`src/rtl/float_pkg.sv`:
```
// Shared floating-point format helpers for the systolic datapath.
// Field widths are runtime arguments so one package serves every EXP_W/MAN_W instance.
package float_pkg;

  localparam int EXP_W_DEF = 3;
  localparam int MAN_W_DEF = 4;
  localparam int GRS_W     = 3;  // guard, round, sticky

  function automatic int bias(input int exp_w);
    return (1 << (exp_w - 1)) - 1;
  endfunction

  function automatic logic get_sign(input logic [63:0] w, input int exp_w, input int man_w);
    return w[exp_w+man_w];
  endfunction

  function automatic logic [63:0] get_exp(input logic [63:0] w, input int exp_w, input int man_w);
    return (w >> man_w) & ((64'd1 << exp_w) - 64'd1);
  endfunction

  function automatic logic [63:0] get_man(input logic [63:0] w, input int man_w);
    return w & ((64'd1 << man_w) - 64'd1);
  endfunction

  function automatic logic [63:0] max_finite(input logic sign, input int exp_w, input int man_w);
    return ({63'd0, sign} << (exp_w + man_w)) | ((64'd1 << (exp_w + man_w)) - 64'd1);
  endfunction

endpackage

```
`src/rtl/lzc.sv`:
```
// Leading-zero counter; an all-zero input reports WIDTH.
module lzc #(
  parameter  int WIDTH = 9,
  localparam int CW    = $clog2(WIDTH + 1)
) (
  input  logic [WIDTH-1:0] value,
  output logic [CW-1:0]    count
);

  always_comb begin
    count = CW'(WIDTH);
    // Ascending scan: the highest set bit is assigned last and wins.
    for (int i = 0; i < WIDTH; i++) begin
      if (value[i]) count = CW'(WIDTH - 1 - i);
    end
  end

endmodule

```
`src/rtl/float_add_pipe.sv`:
```
// Three-stage floating-point add/subtract (align, add, normalise+round) with
// a global-stall valid/ready pipeline.
module float_add_pipe
  import float_pkg::*;
#(
  parameter  int EXP_W = EXP_W_DEF,
  parameter  int MAN_W = MAN_W_DEF,
  localparam int W     = 1 + EXP_W + MAN_W
) (
  input  logic         clk,
  input  logic         rst,
  input  logic         in_valid,
  output logic         in_ready,
  input  logic [W-1:0] a,
  input  logic [W-1:0] b,
  input  logic         sub,
  output logic         out_valid,
  input  logic         out_ready,
  output logic [W-1:0] out
);

  localparam int F  = MAN_W + 1 + GRS_W;  // hidden, man, guard, round, sticky
  localparam int G  = F + 1;              // plus carry-out
  localparam int CW = $clog2(G + 1);
  localparam logic [EXP_W:0] EXP_MAX = {1'b0, {EXP_W{1'b1}}};

  logic adv;
  assign adv      = !out_valid || out_ready;
  assign in_ready = adv;

  // S1: order operands by magnitude and align Y to X.
  logic             sa, sb, swap, sx, sy;
  logic [EXP_W-1:0] ea, eb, ex, ey, ex_eff, ey_eff, diff;
  logic [MAN_W-1:0] ma, mb, mx, my;
  logic [F-1:0]     x_fld, y_fld, y_shift, y_lost, y_al;

  // NOTE: every always_comb output gets a value on every path (here by
  // straight-line assignment) so no latch is inferred.
  always_comb begin
    sa      = get_sign(64'(a), EXP_W, MAN_W);
    sb      = get_sign(64'(b), EXP_W, MAN_W) ^ sub;
    ea      = EXP_W'(get_exp(64'(a), EXP_W, MAN_W));
    eb      = EXP_W'(get_exp(64'(b), EXP_W, MAN_W));
    ma      = MAN_W'(get_man(64'(a), MAN_W));
    mb      = MAN_W'(get_man(64'(b), MAN_W));
    swap    = {eb, mb} > {ea, ma};
    sx      = swap ? sb : sa;
    sy      = swap ? sa : sb;
    ex      = swap ? eb : ea;
    ey      = swap ? ea : eb;
    mx      = swap ? mb : ma;
    my      = swap ? ma : mb;
    ex_eff  = (ex == '0) ? EXP_W'(1) : ex;
    ey_eff  = (ey == '0) ? EXP_W'(1) : ey;
    diff    = ex_eff - ey_eff;
    x_fld   = {ex != '0, mx, {GRS_W{1'b0}}};
    y_fld   = {ey != '0, my, {GRS_W{1'b0}}};
    y_shift = y_fld >> diff;
    y_lost  = y_fld & ~({F{1'b1}} << diff);
    y_al    = {y_shift[F-1:1], y_shift[0] | (|y_lost)};
  end

  logic             s1_valid, s1_sign, s1_sub;
  logic [EXP_W-1:0] s1_exp;
  logic [F-1:0]     s1_x, s1_y;

  // NOTE: sequential state uses non-blocking assignments so every stage
  // samples the previous stage's pre-edge value.
  always_ff @(posedge clk or posedge rst) begin
    if (rst) begin
      s1_valid <= 1'b0;
      s1_sign  <= 1'b0;
      s1_sub   <= 1'b0;
      s1_exp   <= '0;
      s1_x     <= '0;
      s1_y     <= '0;
    end else if (adv) begin
      s1_valid <= in_valid;
      s1_sign  <= sx;
      s1_sub   <= sx ^ sy;
      s1_exp   <= ex_eff;
      s1_x     <= x_fld;
      s1_y     <= y_al;
    end
  end

  // S2: magnitude add or subtract; X >= Y so the difference is never negative.
  logic             s2_valid, s2_sign;
  logic [EXP_W-1:0] s2_exp;
  logic [G-1:0]     s2_sum;

  always_ff @(posedge clk or posedge rst) begin
    if (rst) begin
      s2_valid <= 1'b0;
      s2_sign  <= 1'b0;
      s2_exp   <= '0;
      s2_sum   <= '0;
    end else if (adv) begin
      s2_valid <= s1_valid;
      s2_sign  <= s1_sign;
      s2_exp   <= s1_exp;
      s2_sum   <= s1_sub ? ({1'b0, s1_x} - {1'b0, s1_y}) : ({1'b0, s1_x} + {1'b0, s1_y});
    end
  end

  // S3: normalise, round to nearest even, saturate.
  logic [CW-1:0]    lz;
  logic [F-1:0]     norm;
  logic [EXP_W:0]   exp_n, exp_r;
  logic [MAN_W+1:0] mant;
  logic [MAN_W-1:0] man_r;
  logic             inc;
  logic [W-1:0]     res;
  int               sh;

  lzc #(.WIDTH(G)) u_lzc (
    .value (s2_sum),
    .count (lz)
  );

  always_comb begin
    sh    = 0;
    norm  = '0;
    exp_n = '0;
    exp_r = '0;
    man_r = '0;
    res   = '0;
    if (s2_sum[F]) begin
      norm  = {s2_sum[F:2], s2_sum[1] | s2_sum[0]};
      exp_n = {1'b0, s2_exp} + (EXP_W+1)'(1);
    end else begin
      // Left shift stops at exponent 1; anything still unnormalised is subnormal.
      sh = int'(lz) - 1;
      if (sh > int'(s2_exp) - 1) sh = int'(s2_exp) - 1;
      norm  = s2_sum[F-1:0] << sh;
      exp_n = (EXP_W+1)'(int'(s2_exp) - sh);
    end
    inc  = norm[GRS_W-1] & (norm[GRS_W-2] | (|norm[GRS_W-3:0]) | norm[GRS_W]);
    mant = {1'b0, norm[F-1:GRS_W]} + (MAN_W+2)'(inc);
    if (mant[MAN_W+1]) begin
      exp_r = exp_n + (EXP_W+1)'(1);
      man_r = mant[MAN_W:1];
    end else begin
      exp_r = mant[MAN_W] ? exp_n : '0;
      man_r = mant[MAN_W-1:0];
    end
    if (s2_sum == '0)
      res = '0;
    else if (exp_r > EXP_MAX)
      res = W'(max_finite(s2_sign, EXP_W, MAN_W));
    else
      res = {s2_sign, exp_r[EXP_W-1:0], man_r};
  end

  always_ff @(posedge clk or posedge rst) begin
    if (rst) begin
      out_valid <= 1'b0;
      out       <= '0;
    end else if (adv) begin
      out_valid <= s2_valid;
      if (s2_valid) out <= res;
    end
  end

endmodule

```
`config.mk`:
```
export PLATFORM = sky130hd
export DESIGN_NAME = float_add_pipe
export DESIGN_NICKNAME = d
export VERILOG_FILES = /design/src/rtl/float_pkg.sv /design/src/rtl/lzc.sv /design/src/rtl/float_add_pipe.sv
export SDC_FILE = /design/constraint.sdc
export NUM_CORES = 1
export LEC_CHECK = 0
export BUFFER_PORTS_ARGS = -buffer_cell sky130_fd_sc_hd__buf_2
export CAP_MARGIN = 20
export CORE_MARGIN = 2
export CORE_UTILIZATION = 45
export DETAILED_ROUTE_END_ITERATION = 16
export RECOVER_POWER = 50
export SETUP_SLACK_MARGIN = 0.4
export SYNTH_ARGS = -nofsm -noshare
export SYNTH_HDL_FRONTEND = slang
export SYNTH_SLANG_ARGS = --single-unit
```
`constraint.sdc`:
```
create_clock -name clk -period 7.3 [get_ports clk]
set_input_delay 1.46 -clock clk [delete_from_list [all_inputs] [get_ports clk]]
set_output_delay 1.46 -clock clk [all_outputs]
set_load 0.02 [all_outputs]
```
# --- After elaboration in Yosys (flattened, before gate mapping) ---
# Index checks and enable logic that the tools add are counted.
# Widths: inputs -> output; s select.
op_classes:
  add_sub_neg: 9
  n_lt_le_gt_ge: 3
  n_shift: 3
  muxes: 27
  n_bitwise: 9
  reduce_logical: 9
ops:
  columns: ["operator", "count"]
  rows:
  - ["$mux 32", 2]
  - ["$mux 4", 14]
  - ["$shl 8x32->8", 1]
  - ["$mux 8", 2]
  - ["$mux 3", 4]
  - ["$add 8x8->9", 1]
  - ["$logic_not 9->1", 1]
  - ["$mux 9", 1]
  - ["$sub 8x8->9", 1]
  - ["$and 8x8->8", 1]
  - ["$not 8->8", 1]
  - ["$reduce_or 8->1", 1]
  - ["$shl 8x3->8 const A", 1]
  - ["$shr 8x3->8", 1]
  - ["$gt 7x7->1", 1]
  - ["$mux 7", 1]
  - ["$add 5x1->6", 1]
  - ["$logic_not 3->1", 2]
  - ["$reduce_bool 3->1", 2]
  - ["$gt 5x4->1", 1]
  - ["$sub 4x1->5 const B", 1]
  - ["$add 3x1->4 const B", 1]
  - ["$add 4x1->4 const B", 1]
  - ["$gt 4x3->1 const B", 1]
  - ["10 further kinds", 16]
word_totals:
  ff_bits: 42
  inputBits: 21
  output_inout_bits: 10
  elab_cells: 72

# --- Depth between registers and ports, before layout ---
# Gate-level depths: netlist (run 1).
logic_depth:
  ltp_word: 24
  mapped_depth: 24
  mapped_depth_nobuf: 22

# --- Cells and area by module ---
# From an unflattened synthesis (run 1), not the netlist that was laid out.
unflattened:
  cells_unflattened: 533
  area_unflattened_um2: 4200.3
by_module_without_submodules:
  columns: ["mod", "n_inst", "cells_per_inst", "area_per_inst_um2", "seq_area_each_um2"]
  rows:
  - ["float_add_pipe", 1, 518, 4115.2, 1051.0]
  - ["lzc", 1, 15, 85.1, 0.0]

# --- Worst setup path before layout (run 1) ---
# No wires, ideal clock.
synth_path:
  kind: "in2reg"
  startpoint: "input a[1]"
  endpoint: "register s1_y[1]"
  setup_time_ns: 0.132
  arrival_ns: 5.492
  t_required_ns: 7.168
  path_slack_ns: 1.676
  cell_stages: 20
  path_buffers: 2
  path_cell_list: "inv_1 -> ha_1 -> nor2b_1 -> o21ai_0 -> a21oi_1 -> a211oi_1 -> o21bai_1 -> clkbuf_1 -> clkbuf_1 -> mux2_2 -> nor2_1 -> ha_1 -> inv_1 -> fa_1 -> xnor2_1 -> nand2_1 -> o211ai_1 -> o31ai_1 -> a221oi_1 -> a21oi_1"
synth_via:
  elab_chain_cells: 6
  elab_cells_between_ends: 11
  cone_classes: "add/sub (1); order compare (1); shift (1); mux (5); reduce/logical (3)"
synth_lines:
  columns: ["element", "line", "rtl"]
  rows:
  - ["start, declared", "float_add_pipe.sv:14", "input logic [W-1:0] a,"]
  - ["$gt 7x7->1", "float_add_pipe.sv:46", "swap = {eb, mb} > {ea, ma};"]
  - ["$mux 3 (on tied branches)", "float_add_pipe.sv:49, float_add_pipe.sv:50", null]
  - ["$logic_not 3->1 (on tied branches)", "float_add_pipe.sv:53, float_add_pipe.sv:54", null]
  - ["$mux 3 (on tied branches)", "float_add_pipe.sv:53, float_add_pipe.sv:54", null]
  - ["$sub 3x3->3", "float_add_pipe.sv:55", "diff = ex_eff - ey_eff;"]
  - ["$shr 8x3->8 *", "float_add_pipe.sv:58", "y_shift = y_fld >> diff;"]
  - ["end signal, assigned", "float_add_pipe.sv:83", "s1_y <= y_al;"]
  - ["end, declared", "float_add_pipe.sv:65", "logic [F-1:0] s1_x, s1_y;"]
# Mark *: on every way between the ends. The rest lies on a longest branch, timed or not.
# A chain may end at the register's enable or synchronous reset.

# --- Worst setup path after layout (run 1) ---
layout_path:
  startpoint: "register s2_sum[7]"
  endpoint: "register out[1]"
layout_via:
  elab_chain_cells: 17
  elab_cells_between_ends: 22
  cone_classes: "add/sub (4); order compare (2); shift (1); mux (11); bitwise (3); reduce/logical (1)"
layout_lines:
  columns: ["element", "line", "rtl"]
  rows:
  - ["start, declared", "float_add_pipe.sv:90", "logic [G-1:0] s2_sum;"]
  - ["start signal, assigned", "float_add_pipe.sv:102", "s2_sum <= s1_sub ? ({1'b0, s1_x} - {1'b0, s1_y}) : ({1'b0, s1_x} + {1'b0, s1_y});"]
  - ["$mux 4 (2 in series)", "lzc.sv:14", "if (value[i]) count = CW'(WIDTH - 1 - i);"]
  - ["$sub 4x1->5", "float_add_pipe.sv:133", "sh = int'(lz) - 1;"]
  - ["$gt 5x4->1", "float_add_pipe.sv:134", "if (sh > int'(s2_exp) - 1) sh = int'(s2_exp) - 1;"]
  - ["$mux 32", "float_add_pipe.sv:134", null]
  - ["$mux 32", "float_add_pipe.sv:128", "if (s2_sum[F]) begin"]
  - ["$shl 8x32->8", "float_add_pipe.sv:135", "norm = s2_sum[F-1:0] << sh;"]
  - ["$mux 8", "float_add_pipe.sv:128", null]
  - ["$or 1x1->1 (2 in series)", "float_add_pipe.sv:138", "inc = norm[GRS_W-1] & (norm[GRS_W-2] | (|norm[GRS_W-3:0]) | norm[GRS_W]);"]
  - ["$and 1x1->1", "float_add_pipe.sv:138", null]
  - ["$add 5x1->6", "float_add_pipe.sv:139", "mant = {1'b0, norm[F-1:GRS_W]} + (MAN_W+2)'(inc);"]
  - ["$mux 4", "float_add_pipe.sv:144", "exp_r = mant[MAN_W] ? exp_n : '0;"]
  - ["$mux 4", "float_add_pipe.sv:140", "if (mant[MAN_W+1]) begin"]
  - ["$gt 4x3->1", "float_add_pipe.sv:149", "else if (exp_r > EXP_MAX)"]
  - ["$mux 7", "float_add_pipe.sv:149", null]
  - ["$mux 8 *", "float_add_pipe.sv:147", "if (s2_sum == '0)"]
  - ["end signal, assigned", "float_add_pipe.sv:161", "if (s2_valid) out <= res;"]
  - ["end, declared", "float_add_pipe.sv:19", "output logic [W-1:0] out"]
# Mark *: on every way between the ends. The rest lies on a longest branch, timed or not. The select of a mux whose other input is x is not followed.

==> results.md, run 1 <==
* Diodes inserted at 0
* Area Overhead vs Synth at 7.21%
* Max clock buf depth at 2
* Required time of the critical path at around 7.5 ns
* H-tree Lvls at 2
* Cell Rows at 34
* Post-DRT Antenna Nets at 0
* MaxCap Viol Count at 1
* #FFs+latches synth at 42
* Routability congestion estimate at a little over 0.9
* Critical path startpoint category: flop
* Slew at the pin closest to its max-slew limit at around 2.2 ns
* Status: finished with violations
* Post-Route WL at 10,500 um
* Fin crit period at 6.02 ns
* Top post-synthesis cells by area: dfrtp_1 (25%), ha_1 (9.7%), mux2i_1 (5.8%)
* Syn nets at 565
* Clock sinks at 42
* Hold path cells at 2
* Via density per instance at 5.99
* Critical Path Fanout Max at 10
* Setup TNS at 0 ns
* Initial antenna violation count at 0
* Cell Area, Placed at 4340 um2
* Via count at 3,799
* Post-synth EDFFs at 0
* Iter 0 DRT Violations at 190
* Synth top cells by count: nand2_1 (53), dfrtp_1 (42), nor2_1 (38), inv_1 (37), ha_1 (32)
* Cell count of the worst reg-to-reg path at 22
* Clock-pin transition on the worst setup and hold timing paths at roughly 0.080 ns
* Syn Area/Cell at roughly 8.1 um2
* Hold EP: s1_valid$_DFFE_PP0N_
* FF-to-FF Start: s2_sum[7]$_DFFE_PP0N_
* Non-Filler Instances at approximately 630
* Mapped Area at 4130 um2
* Nets at ~580
* Core ar. at ~8800 um2
* Die area at 9960 um2
* Min Hold Slack at 0.470 ns
* Setup bufs post-CTS at 0
* Gate Count Post-Synth at 509
* Initial core utilization at 0.469
* Reg2reg end: out[1]$_DFFE_PP0P_
* First-pass DRT Iterations at 4
* Largest net degree at the start of global routing at 43
* Critical Path AT at 6.21 ns
* Post-synth top area cell: dfrtp_1
* Critical path capture point type: flop
* Async SR Flop Fraction at 1.00
* WL/cell at 16.6 um
* Fmax at 166 MHz
* Final worst-path cycle share at 0.825
* Warnings, synthesis at 0
* Failing checks: max-capacitance violations, max-slew violations
* Placed instance count at roughly 630
* CTS tree: built
* Kind of critical path: reg2reg
* Vias in the first global route at around 3,600
* Max-slew violation count at 43
* Post-synth cell types at 74
* Tot GR Track Use at 0.220
* DR DRC count at 0
* Skew-Pair Late Insertion Delay at 0.30 ns
* Relative slew slack at -0.499
* Final setup violation count at 0
* Root buf cell: clkbuf_8
* CTS Hold Bufs at 0
* RSZ-0062 raised after global routing: no
* Final hold viol count at 0
* Die W at 99.8 um
* Dpl hpwl at slightly above 8000 um
* Hold Startpoint: s1_valid$_DFFE_PP0N_
* Most common cell in the netlist: nand2_1
* Top FF cell, synth: dfrtp_1
* IO buf count at 30
* Post-CTS sizing at 0
* Reg2Reg Setup Slack at between 1 and 1.5 ns
* Worst Skew at 0.00450 ns
* Total gr overflow at 0
* Top cell type's share of synthesized area at 0.255
* First-pass GRT wire length at about 18,000 um
* Design area at 4430 um2
* CTS Buf Count at 5
* Chip Height at 99.8 um
* Sequential share of the synthesized area at 0.255
* Ports at 31
* Layout cells sized above 1 at 0.120
* Worst min path class: reg2reg
==> cell usage in the layout, fill, tap and decap left out, types with 3 or more instances in the layout <==
master and instances:
and2_1 6, mux2_2 3, nand3_1 12, ha_1 32, o31ai_1 4, a21oi_1 27
fa_1 3, inv_1 37, nor2_1 38, o21ai_1 5, o22ai_1 4, nor3_1 11
nand2_1 53, nor4_1 4, mux2i_1 24, a22o_1 3, o211ai_1 9, a21o_1 7
nand4_1 3, a32oi_1 4, xor2_1 5, o21ai_0 29, o21bai_1 3, o21a_1 4
nor2b_1 12, buf_2 30, buf_4 3, a31oi_1 11, nand2b_1 3, dfrtp_1 42
clkbuf_8 6, a211oi_1 16, xnor2_1 10, and3_1 3
==> metal layers <==
layer	vias to the layer above	wire, um	global-route usage
li1	1893	-	-
met1	1801	4800	0.295
met2	89	5090	0.374
met3	16	431	0.0292
met4	0	178	0.0611
met5	-	0	0
==> through the flow <==
stage                util  setup slack, ns
finish              0.503             1.28
global route        0.503            0.788
CTS                 0.504             1.41
detailed placement  0.493             1.43
global placement    0.493             1.55
floorplan               -             1.68
==> flip-flops by register name (all words and copies together), names as in the netlist, 3 cells and up <==
name	flops
out	8
s1_y	8
s2_sum	9
s2_exp	3
s1_exp	3
s1_x	5
==> final cells by class <==
class                   count  area, um2
clock inverters             2       12.5
repair buffers             35        180
well taps                 108        135
flip-flops and latches     42       1050
multi-input cells         400       2810
fillers                   855       4380
inverters                  41        156
clock buffers               6       82.6
==> kinds of logic (layout without fill, tap and decap cells) <==
group | count (synthesis) | in the layout | synth area share
fa+ha+maj | 35 | 35 | 0.112
compound gates | 160 | 160 | 0.268
mux | 28 | 28 | 0.0700
buf+inv | 67 | 84 | 0.0658
simple gates | 161 | 161 | 0.194
xor+xnor | 16 | 16 | 0.0358
flops | 42 | 42 | 0.255
==> worst max-delay path by stage <==
stage | end | start | slack [ns] | cells past startpoint
after floorplan | s1_y[1]$_DFFE_PP0N_ | a[1] | 1.68 | 20
after global placement | out[1]$_DFFE_PP0P_ | s2_sum[7]$_DFFE_PP0N_ | 1.55 | 21
after detailed placement | out[1]$_DFFE_PP0P_ | s2_sum[7]$_DFFE_PP0N_ | 1.43 | 22
after CTS | out[1]$_DFFE_PP0P_ | s2_sum[7]$_DFFE_PP0N_ | 1.41 | 22
after global routing | out[2]$_DFFE_PP0P_ | s2_sum[7]$_DFFE_PP0N_ | 0.79 | 22
final | out[1]$_DFFE_PP0P_ | s2_sum[7]$_DFFE_PP0N_ | 1.28 | 22
==> critical path, stage by stage, from the launching register on <==
cell and delay (ns):
dfrtp_1 0.58, nor3b_1 0.11, a211oi_2 0.41, nand2_1 0.20
ha_1 0.40, inv_1 0.09, ha_1 0.30, nor2b_1 0.18
o31ai_2 0.37, a21oi_1 0.25, o21ai_1 0.49, inv_1 0.09
ha_1 0.23, fa_1 0.38, xnor2_1 0.16, nor2_1 0.05
a21oi_1 0.29, nand3_1 0.16, nand4b_1 0.21, a32o_1 0.26
nor3b_4 0.33, o211ai_1 0.15, a22o_1 0.20
Power of run 1 is not shown: default switching activity piles up to over one toggle a cycle in this logic, so the estimate is an artifact.
==> inputs of run 2 (changes only) <==
Settings changed: ABC_AREA set to 1.
Clock period 7.3 ns to 5.71 ns, I/O delays scaled along.
==> run 2 against run 1 <==
Net effect: the flow still finishes with violations (max-capacitance violations, max-slew violations); critical path type is now in2reg; critical path depth shrank 1; area after synthesis shrank 7.1%; first-iteration DRC count shrank 22%; clock-buffer cell count is the same; cell area shrank 4.9%; clock skew grew 0.0052 ns; worst setup slack lost 0.39 ns; register-to-register slack lost 0.11 ns; flip-flop and latch count is the same; die area shrank 6.8%; sequential share of layout area grew 1.2 points; routed wire length shrank 13%.
==> results.md, run 2 <==
* Worst min path class: reg2reg
* Max clock buf depth at 2
* H-tree Lvls at 2
* Skew-Pair Late Insertion Delay at 0.29 ns
* Post-Route WL at 9170 um
* Largest net degree at the start of global routing at 43
* CTS tree: built
* Slew at the pin closest to its max-slew limit at 2.23 ns
* Die W at 96.3 um
* Kind of critical path: in2reg
* Dpl ws at 0.403 ns
* Syn Area/Cell at between 6 and 7 um2
* Warnings, synthesis at 0
* FF-to-FF Start: s2_sum[0]$_DFFE_PP0N_
* Top post-synthesis cells by area: dfrtp_1 (27%), nand2_1 (16%), ha_1 (10%)
* Clock-pin transition on the worst setup and hold timing paths at 0.09 ns
* DR DRC count at 0
* Most flop-heavy register: s2_sum
* Die area at 9280 um2
* Initial antenna violation count at 0
* Post-synth cell types at 42
* Relative slew slack at -0.484
* Hold EP: out[4]$_DFFE_PP0P_
* Critical path capture point type: flop
* Required time of the critical path at between 5 and 6 ns
* Core ar. at 8260 um2
* Post-synth EDFFs at 0
* Syn nets at ~630
* Via density per instance at 5.15
* Top cell type's share of synthesized area at 0.274
* Commonest non-fill, non-tap cell in the layout: nand2_1
* Flip-flop count of the largest register after layout at 9
* Critical Path AT at ~5.0 ns
* Iter 0 DRT Violations at 149
* Hold path cells at 2
* Fmax at 207 MHz
* #FFs+latches synth at 42
* Total gr overflow at 0
* First-pass GRT wire length at 15,200 um
* Vias in the first global route at 3,325
* Final setup violation count at 0
* Max-slew violation count at 43
* Filler Cell Count at 883
* Most common cell in the netlist: nand2_1
* Cell Rows at 33
* Most frequent cells in the layout: nand2_1 (165), inv_1 (75), o21ai_0 (69), nand3_1 (52), dfrtp_1 (42)
* First-pass DRT Iterations at 4
* CP cell instances: buf_2 > inv_1 > ha_1 > nand2_1 > nor2_1 > nand2_1 > o211ai_1 > nand2_2 > o21ai_1 > inv_1 > a2111oi_1 > nor2_1 > ha_1 > inv_1 > fa_1 > inv_1 > a21oi_1 > nor4_1 > nand2_1 > nand3_1 > o21ai_0
* Cell count of the worst reg-to-reg path at 33
* Worst Skew at 0.00973 ns
* Area Overhead vs Synth at 9.75%
* Critical path startpoint category: input port
* Gate Count Post-Synth at 573
* Sequential share of the synthesized area at 0.274
* Layout cells sized above 1 at 0.101
* Slowest CP cell: fa_1
* Dpl hpwl at 7340 um
* Routability congestion estimate at between 0.9 and 1
* Via count at 3,648
* RSZ-0062 raised after global routing: no
* Failing checks: max-capacitance violations, max-slew violations
* Diodes inserted at 0
* Nets at between 600 and 700
* Chip Height at 96.3 um
* Biggest regs: s2_sum: 9 flops, out: 8 flops, s1_y: 8 flops
* Mapped Area at 3840 um2
* IO buf count at 30
* Async SR Flop Fraction at 1.00
* Reg2reg end: out[4]$_DFFE_PP0P_
* Seq. cell area at 1050 um2
* Synth top cells by count: nand2_1 (165), inv_1 (75), o21ai_0 (71), nand3_1 (52), dfrtp_1 (42)
* Reg2Reg Setup Slack at 1.17 ns
* Setup TNS at 0 ns
* Post-synth top area cell: dfrtp_1
* Hold Startpoint: out[4]$_DFFE_PP0P_
* Final Worst Setup Slack at approximately 0.89 ns
* Root buf cell: clkbuf_8
* Final hold viol count at 0
* Cell mode on critical path: inv_1
* Critical Path Fanout Max at 19
* Initial core utilization at 0.465
* Ports at 31
* Area of the multi-input gates at 2440 um2
* Largest stage delay, worst path at 0.52 ns
* MaxCap Viol Count at 1
* Post-DRT Antenna Nets at 0
* Status: finished with violations
* CTS Buf Count at 5
* WL/cell at about 13 um
* Clock sinks at 42
* Top FF cell, synth: dfrtp_1
* Tot GR Track Use at 0.208
* Fin crit period at 4.82 ns
* Final worst-path cycle share at 0.844
## run 2: cell count changes in the layout (fill, tap and decap cells not counted), moves of 9 or more
cell,change
nor2b_1,-12
a21oi_1,-11
a31oi_1,-9
nand2_1,+112
mux2i_1,-23
inv_1,+38
nand3_1,+40
a211oi_1,-16
o21ai_0,+40
nor2_1,-9
## run 2: metrics by stage
step	cell area (um2)	util	hold WS [ns]	std cells
finish	4210	0.510	0.475	709
global route	4210	0.510	0.503	709
CTS	4220	0.511	0.483	709
detailed placement	4110	0.497	0.460	701
global placement	4110	0.497	0.458	701
floorplan	3840	-	0.449	573
## run 2: logic make-up after synthesis
group	count (synthesis)	share of synthesized area
flops	42	0.274
buf+inv	93	0.0920
mux	1	0.00261
xor+xnor	12	0.0274
compound gates	108	0.154
simple gates	282	0.330
fa+ha+maj	35	0.120
## run 2: area by class of cell
class                           instances  share of cell area
Multi-Input combinational cell        438               0.579
Sequential cell                        42               0.250
Inverter                               82              0.0734
Timing Repair Buffer                   34              0.0410
Tap cell                              105              0.0312
Clock buffer                            6              0.0172
Clock inverter                          2             0.00892
## run 2: timing repair
| item | CTS | global route |
|---|---|---|
| hold buffers | 0 | 0 |
| endpoints found under the setup margin | 0 | 3 |
| gates resized for setup | 0 | 3 |
| setup buffers | 0 | 0 |
## run 2: worst max-delay path: cells and delay by family
kind,cells,cell delay [ns]
simple gates,8,1.15
fa+ha+maj,3,1.08
compound gates,5,1.07
buf+inv,5,0.54
## run 2: worst max-delay path by stage
| stage | from | endpoint | slack, ns | cells after the start |
|---|---|---|---|---|
| floorplan | a[6] | s1_y[0]$_DFFE_PP0N_ | 1.36 | 21 |
| global placement | a[6] | s1_y[0]$_DFFE_PP0N_ | 0.51 | 21 |
| detailed placement | a[6] | s1_y[0]$_DFFE_PP0N_ | 0.40 | 21 |
| CTS | a[6] | s1_y[0]$_DFFE_PP0N_ | 0.72 | 21 |
| global route | a[6] | s1_y[0]$_DFFE_PP0N_ | 0.44 | 21 |
| finish | a[6] | s1_y[0]$_DFFE_PP0N_ | 0.89 | 21 |
## run 2: per-layer routing
layer,track usage,routed length (um),vias to the layer above
met5,0,0,-
met2,0.374,4670,44
met4,0.0364,66,0
met1,0.272,4190,1667
met3,0.0243,242,8
li1,-,-,1929
Power of run 2 is left out for the same reason.
